===== config.mk =====
export PLATFORM = sky130hd
export DESIGN_NAME = gate_sweep_ctrl
export DESIGN_NICKNAME = d
export VERILOG_FILES = /design/src/rtl/gate_sweep_ctrl.sv
export SDC_FILE = /design/constraint.sdc
export NUM_CORES = 1
export LEC_CHECK = 0
export ABC_AREA = 1
export CAP_MARGIN = 20
export CORE_MARGIN = 8
export CORE_UTILIZATION = 40
export CTS_CLUSTER_SIZE = 16
export DETAILED_ROUTE_END_ITERATION = 6
export GPL_ROUTABILITY_DRIVEN = 0
export PLACE_DENSITY = 0.67
export SETUP_SLACK_MARGIN = 0.2
export SLEW_MARGIN = 25
export SYNTH_ARGS = -nofsm -noshare
export SYNTH_HDL_FRONTEND = slang
export SYNTH_SLANG_ARGS = --single-unit

===== constraint.sdc =====
create_clock -name clk -period 6 [get_ports clk]
set_clock_uncertainty 0.15 [all_clocks]
set_input_delay 1.2 -clock clk [delete_from_list [all_inputs] [get_ports clk]]
set_output_delay 1.2 -clock clk [all_outputs]
set_load 0.01 [all_outputs]

===== src/rtl/gate_sweep_ctrl.sv =====
// Sweeps an N_IN-input gate under test through every input vector in ascending
// order, samples its output after a settle time and scores it against EXPECT.
module gate_sweep_ctrl #(
  parameter int                  N_IN       = 2,
  parameter int                  SETTLE_CYC = 2,
  parameter logic [2**N_IN-1:0]  EXPECT     = 4'b0001
) (
  input  logic                 clk,
  input  logic                 rst,
  input  logic                 start,
  input  logic                 abort,
  output logic [N_IN-1:0]      gate_in,
  input  logic                 gate_out,
  output logic                 busy,
  output logic                 done,
  output logic                 pass,
  output logic [N_IN:0]        mismatch_cnt,
  output logic [2**N_IN-1:0]   result_vec,
  output logic [1:0]           state_dbg
);

  localparam int NV = 2**N_IN;
  localparam int CW = (SETTLE_CYC > 1) ? $clog2(SETTLE_CYC) : 1;

  typedef enum logic [1:0] {IDLE = 2'd0, DRIVE = 2'd1, SAMPLE = 2'd2, DONE = 2'd3} state_t;

  // Handshake: start is a level looked at only in IDLE (no queuing); done is a
  // single-cycle pulse with no backpressure; abort overrides start everywhere.
  state_t                state_q, state_d;
  logic [N_IN-1:0]       idx_q, idx_d;
  logic [CW-1:0]         cnt_q, cnt_d;
  logic [N_IN-1:0]       gate_in_d;
  logic                  busy_d, done_d, pass_d;
  logic [N_IN:0]         mcnt_d;
  logic [NV-1:0]         result_d;
  logic                  sample_now;
  logic                  start_ok;

  assign state_dbg  = state_q;
  assign sample_now = (state_q == SAMPLE) && !abort;
  assign start_ok   = (state_q == IDLE) && start && !abort;

  always_ff @(posedge clk) begin
    if (rst) begin
      state_q      <= IDLE;
      idx_q        <= '0;
      cnt_q        <= '0;
      gate_in      <= '0;
      busy         <= 1'b0;
      done         <= 1'b0;
      pass         <= 1'b0;
      mismatch_cnt <= '0;
      result_vec   <= '0;
    end else begin
      state_q      <= state_d;
      idx_q        <= idx_d;
      cnt_q        <= cnt_d;
      gate_in      <= gate_in_d;
      busy         <= busy_d;
      done         <= done_d;
      pass         <= pass_d;
      mismatch_cnt <= mcnt_d;
      result_vec   <= result_d;
    end
  end

  always_comb begin
    state_d = state_q;
    case (state_q)
      IDLE:    if (start_ok) state_d = DRIVE;
      DRIVE: begin
        if (abort)                                 state_d = IDLE;
        else if (cnt_q == CW'(SETTLE_CYC - 1))     state_d = SAMPLE;
      end
      SAMPLE: begin
        if (abort)                                 state_d = IDLE;
        else if (idx_q == N_IN'(NV - 1))           state_d = DONE;
        else                                       state_d = DRIVE;
      end
      DONE:    state_d = IDLE;
      default: state_d = IDLE;
    endcase
  end

  // Next values of the registered outputs and datapath, derived from state_d so
  // every output lines up with the state it belongs to.
  always_comb begin
    idx_d    = idx_q;
    cnt_d    = '0;
    result_d = result_vec;
    mcnt_d   = mismatch_cnt;
    pass_d   = pass;

    if (start_ok) begin
      idx_d    = '0;
      result_d = '0;
      mcnt_d   = '0;
      pass_d   = 1'b0;
    end

    if (state_q == DRIVE && state_d == DRIVE) cnt_d = cnt_q + CW'(1);

    if (sample_now) begin
      result_d[idx_q] = gate_out;
      if (gate_out != EXPECT[idx_q]) mcnt_d = mismatch_cnt + (N_IN+1)'(1);
      if (state_d == DRIVE) idx_d = idx_q + N_IN'(1);
    end

    if (state_q != IDLE && abort) pass_d = 1'b0;
    if (state_q == SAMPLE && state_d == DONE) pass_d = (mcnt_d == '0);

    busy_d    = (state_d == DRIVE) || (state_d == SAMPLE);
    done_d    = (state_d == DONE);
    gate_in_d = busy_d ? idx_d : '0;
  end

endmodule

==> flow_summary.ini, run 1 <==
[synthesis]
synth-seq-cells = 17
syn-num-nets = 116
muxShareOfSynthArea = 0
synthXorXnorAreaFrac = 0.0110
synth_ff_type = dfxtp_1
synth_edf_count = 0
yosys.area_share.simple = 0.263
yosys_warnings = 0
syn_inst = 104
synth_area_sq_um = 798
avgSynthCellArea_sq_um = 7.68
synth_top_family_by_area = simple AND/OR/NAND/NOR gates
synthArstFlopShare = 0
synth_compound_area_frac = 0.118
seq_area_frac_synth = 0.426
synthAdderAreaFrac = 0.110
synth_cell_types = 19

[die]
die_x_um = 60.7
design.die.area_sq_um = 3680
core_area_sq_um = 1920
die_h_um = 60.7
ioPinCount = 19
rows = 16
start_util = 0.415

[global_route]
grt_pass1_wl_um = 2950
grt_overflow = 0
grt_max_degree = 12
grt_pass1_vias = 698
grtUsageTotal = 0.105
antenna_found_initial = 0

[routing]
dr.pass1.iters = 4
drtIter0Drc = 13
avgViaCountPerCell = 4.70
antenna_left = 0
via_count = 710
wire_per_inst_um = 11.1
wl_um = 1670
drc = 0

[critical_path]
crit_type = primary input to flip-flop
required_ns = 6.04
critPathMaxFanout = 11
cp-start-kind = primary input
cp-end-kind = flip-flop
crit_arrival_ns = 3.19

[clock_tree]
cts_root_buffer = clkbuf_4
cts_made_buffers = 3
htree_num_levels = 1
cts_buffer_depth = 2
cts_tree = yes
clock_latency_ns = 0.29
path_clk_slew_ns = 0.11
post_cts_resized = 0
cts_hold_buffers = 0
clkSinkCount = 17
cts_setup_buffers = 0

[placed_design]
hpwl_um = 1270
port_buffers = 18

[cells_and_area]
syn_to_final_growth_pct = 29.2
final_core_util = 0.536
diodes = 0
drive_gt1_frac = 0.0645
fin_nets = 137

[min_path]
timing.hold.worst.class = flip-flop to flip-flop

[timing]
setup_violations = 0
max_freq_mhz = 318
holdWs_ns = 0.315
hold_viol = 0
final.period_utilization = 0.525
timing.final.max_slew_violations = 0
finalCriticalPeriod_ns = 3.15
slew_headroom = 0.712
final.setup.tns_ns = 0
rsz0062_at_grt = no
worst_pin_slew_ns = 0.431

[job]
drv_cap = 0

[pwr]
irDropWorstVdd_uv = 179
p_per_area_nw_per_um2 = 185
cellLeakagePower_uw = 0.000439

[status]
status = finished, final reports clean
-- through the flow --
step                setup slack [ns]  instances  power [uW]  area, sq um
floorplan                       3.45        104         124          798
global placement                2.61        147         131         1000
detailed placement              2.54        147         131         1000
CTS                             2.85        151         193         1030
global route                    2.62        151         201         1030
finish                          2.85        151         191         1030
-- per-layer routing --
metal / vias to the layer above / GRT usage / wire length [um] / part of all wire
li1: 373 / - / - / -
met1: 316 / 0.125 / 799 / 0.48
met3: 3 / 0.0360 / 104 / 0.062
met2: 18 / 0.172 / 750 / 0.45
met5: - / 0 / 0 / 0
met4: 0 / 0.0299 / 17 / 0.010
-- area by class of cell --
class	instances	area (sq um)
fillers	199	891
flip-flops and latches	17	340
well taps	27	33.8
inverters	13	48.8
clock inverters	1	5.00
clock buffers	3	22.5
multi-input cells	72	400
repair buffers	18	180
-- final timing paths --
check / to / from / cells past startpoint / slack, ns
hold reg to reg: result_vec[2]$_SDFF_PP0_ / result_vec[2]$_SDFF_PP0_ / 2 / 0.32
hold / removal: result_vec[2]$_SDFF_PP0_ / result_vec[2]$_SDFF_PP0_ / 2 / 0.32
setup / recovery: gate_in[0]$_SDFF_PP0_ / abort / 9 / 2.85
setup reg to reg: gate_in[0]$_SDFF_PP0_ / state_dbg[0]$_SDFF_PP0_ / 8 / 3.87
-- cells in the final DEF, fill, tap and decap left out, drive strengths merged --
| cell type | Yosys | final |
|---|---|---|
| a21oi | 8 | 8 |
| a31oi | 2 | 2 |
| and3 | 1 | 1 |
| clkbuf | 1 | 3 |
| clkdlybuf4s50 | 0 | 18 |
| clkinv | 0 | 1 |
| dfxtp | 17 | 17 |
| ha | 7 | 7 |
| inv | 13 | 13 |
| nand2 | 23 | 23 |
| nand3 | 5 | 5 |
| nand3b | 1 | 1 |
| nand4 | 2 | 2 |
| nor2 | 15 | 15 |
| o21ai | 5 | 5 |
| o311ai | 1 | 1 |
| or2 | 1 | 1 |
| xor2 | 1 | 1 |
-- critical path, stage by stage --
cell and delay, ns:
clkdlybuf4s50_1 0.52, nor2_1 0.13, nand3_1 0.33, o311ai_2 0.25
ha_1 0.25, nand2_1 0.09, and3_1 0.16, a31oi_1 0.19
nor2_1 0.07
-- flip-flops by register name, indices dropped and copies added, names as in the netlist --
signal	count
idx_q	2
cnt_q	1
result_vec	4
state_dbg	2
done	1
busy	1
gate_in	2
mismatch_cnt	3
pass	1
-- cells in the mapped netlist (all sizes together) (2+ instances only) --
cell	number	share of area
a21oi	8	0.050
o21ai	5	0.031
nand3	5	0.031
nor2	15	0.080
a31oi	2	0.016
ha	7	0.11
nand4	2	0.016
nand2	23	0.11
dfxtp	17	0.43
inv	13	0.061
-- power breakdown --
| group | switching [uW] | internal (uW) |
|---|---|---|
| registers | 0.609 | 114 |
| logic | 8.07 | 6.09 |
| clock network | 37.6 | 24.8 |
| total | 46.3 | 145 |
-- logic make-up (layout without fill, tap and decap cells) --
| family | Yosys count | in the layout |
|---|---|---|
| compound gates | 16 | 16 |
| xor+xnor | 1 | 1 |
| fa+ha+maj | 7 | 7 |
| buf+inv | 15 | 35 |
| flops | 17 | 17 |
| simple gates | 48 | 48 |
Note: power is estimated with default switching activity, not from simulation.
==> run 2: changes to the inputs <==
--- a/config.mk
+++ b/config.mk
@@ -12,7 +12,7 @@
 export CTS_CLUSTER_SIZE = 16
 export DETAILED_ROUTE_END_ITERATION = 6
 export GPL_ROUTABILITY_DRIVEN = 0
-export PLACE_DENSITY = 0.67
+export PLACE_DENSITY = 0.69
 export SETUP_SLACK_MARGIN = 0.2
 export SLEW_MARGIN = 25
 export SYNTH_ARGS = -nofsm -noshare
==> constraint.sdc (replaced) <==
create_clock -name clk -period 2.7 [get_ports clk]
set_clock_uncertainty 0.15 [all_clocks]
set_input_delay 0.54 -clock clk [delete_from_list [all_inputs] [get_ports clk]]
set_output_delay 0.54 -clock clk [all_outputs]
set_load 0.01 [all_outputs]
==> flow_summary.ini, run 2 (synthesis results as in run 1) <==
[status]
status = finished, final reports clean

[critical_path]
max_stage_delay_ns = 0.53
required_ns = 2.71
crit_top_cell = nor2_1
cp-end-kind = flip-flop
startpoint = abort
path_cells = clkdlybuf4s50_1 -> nor2_1 -> nand3_1 -> o311ai_2 -> ha_1 -> nand2_1 -> and3_1 -> a31oi_1 -> nor2_1
reg2reg_depth = 8
cp-start-kind = primary input
slowest_stage = clkdlybuf4s50_1
cp_top_family = simple AND/OR/NAND/NOR gates
crit_type = primary input to flip-flop
critPathMaxFanout = 5
r2r-start = state_dbg[0]$_SDFF_PP0_
path_buf_inv = 1
rr_endpoint = idx_q[0]$_SDFF_PP0_
crit_arrival_ns = 2.21
reg2reg_slack_ns = 0.59

[routing]
avgViaCountPerCell = 4.70
wl_um = 1650
antenna_left = 0
drtIter0Drc = 12
via_count = 719
wire_per_inst_um = 10.8
drc = 0
dr.pass1.iters = 4

[global_route]
grt_util_met3 = 0.0254
grt_max_degree = 11
grt_pass1_vias = 693
antenna_found_initial = 0
grtUsageTotal = 0.0996
grt_pass1_wl_um = 2810
grtUsageMet2 = 0.170
grt_overflow = 0
top_usage_layer = met2
grt_util_met1 = 0.109

[clock_tree]
cts_buffer_depth = 2
cts_root_buffer = clkbuf_4
post_cts_resized = 0
htree_num_levels = 1
clock_latency_ns = 0.27
cts_made_buffers = 3
cts_hold_buffers = 0
path_clk_slew_ns = 0.09
cts_tree = yes
clkSinkCount = 17
cts_setup_buffers = 0

[cells_and_area]
layout_common_cells = 22 x nand2_1, 18 x clkdlybuf4s50_1, 17 x dfxtp_1, 14 x nor2_1, 13 x inv_1
layoutNonFillerInstCount = 153
diodes = 0
final_core_util = 0.544
largest_register_ffs = 4
top_regs = result_vec (4), mismatch_cnt (3)
final_common_cell = nand2_1
design_area_sq_um = 1040
syn_to_final_growth_pct = 30.9
largest-register = result_vec
fillers = 189
drive_gt1_frac = 0.0714
fin_nets = 139

[timing]
worst_pin_slew_ns = 0.340
final.period_utilization = 0.815
timing.final.max_slew_violations = 0
setup_violations = 0
slew_headroom = 0.773
max_freq_mhz = 455
finalCriticalPeriod_ns = 2.20
hold_viol = 0
worst_slack_ns = 0.501
rsz0062_at_grt = no
final.setup.tns_ns = 0

[min_path]
worstHoldStart = result_vec[2]$_SDFF_PP0_
timing.hold.worst.class = flip-flop to flip-flop
min_to = result_vec[2]$_SDFF_PP0_
hold_depth = 2

[pwr]
cellLeakagePower_uw = 0.000446
p_per_area_nw_per_um2 = 399
irDropWorstVdd_uv = 230

[die]
start_util = 0.415
rows = 16
design.die.area_sq_um = 3680
die_x_um = 60.7
core_area_sq_um = 1920
ioPinCount = 19
die_h_um = 60.7

[job]
drv_cap = 0

[placed_design]
place_area_sq_um = 1020
post-place-ws_ns = 0.226
dpl.cell_count = 149
port_buffers = 18
hpwl_um = 1300
## run 2: changes by cell type in the layout (fill, tap and decap cells not counted), sizes merged
cell	before	now
buf	0	2
clkinv	1	0
clkbuf	3	4
## run 2: power breakdown
part	switching [uW]	leakage, uW	internal, uW
clock network	72.8	0.0000150	57.2
registers	1.26	0.000137	252
logic	18.0	0.000294	14.6
total	92.1	0.000446	324
## run 2: layer usage
metal	vias to the layer above	routed length [um]
met1	317	740
met3	4	116
met4	0	34
met5	-	0
li1	377	-
met2	21	762
## run 2: cell type report
cell class / count / area (sq um) / share of cell area
repair buffers: 20 / 195 / 0.187
clock buffers: 4 / 26.3 / 0.0251
flip-flops and latches: 17 / 340 / 0.326
inverters: 13 / 48.8 / 0.0467
multi-input cells: 72 / 400 / 0.383
well taps: 27 / 33.8 / 0.0323
## run 2: per-stage QoR
step | hold WS (ns) | power [uW]
after floorplan | 0.332 | 277
after global placement | 0.300 | 292
after detailed placement | 0.304 | 292
after CTS | 0.319 | 424
after global routing | 0.349 | 438
final | 0.311 | 416
## run 2: worst max-delay path by stage
stage | end | slack [ns] | cells past startpoint
6_report | idx_q[0]$_SDFF_PP0_ | 0.50 | 9
4_1_cts | idx_q[0]$_SDFF_PP0_ | 0.51 | 7
3_3_place_gp | idx_q[0]$_SDFF_PP0_ | 0.27 | 7
3_5_place_dp | idx_q[0]$_SDFF_PP0_ | 0.23 | 7
5_1_grt | gate_in[0]$_SDFF_PP0_ | 0.37 | 9
2_1_floorplan | idx_q[0]$_SDFF_PP0_ | 0.72 | 8
## run 2: tightest hold or removal path, stage by stage (launching register included)
cell	delay, ns
dfxtp_1	0.32
nand2_1	0.06
a21oi_1	0.05
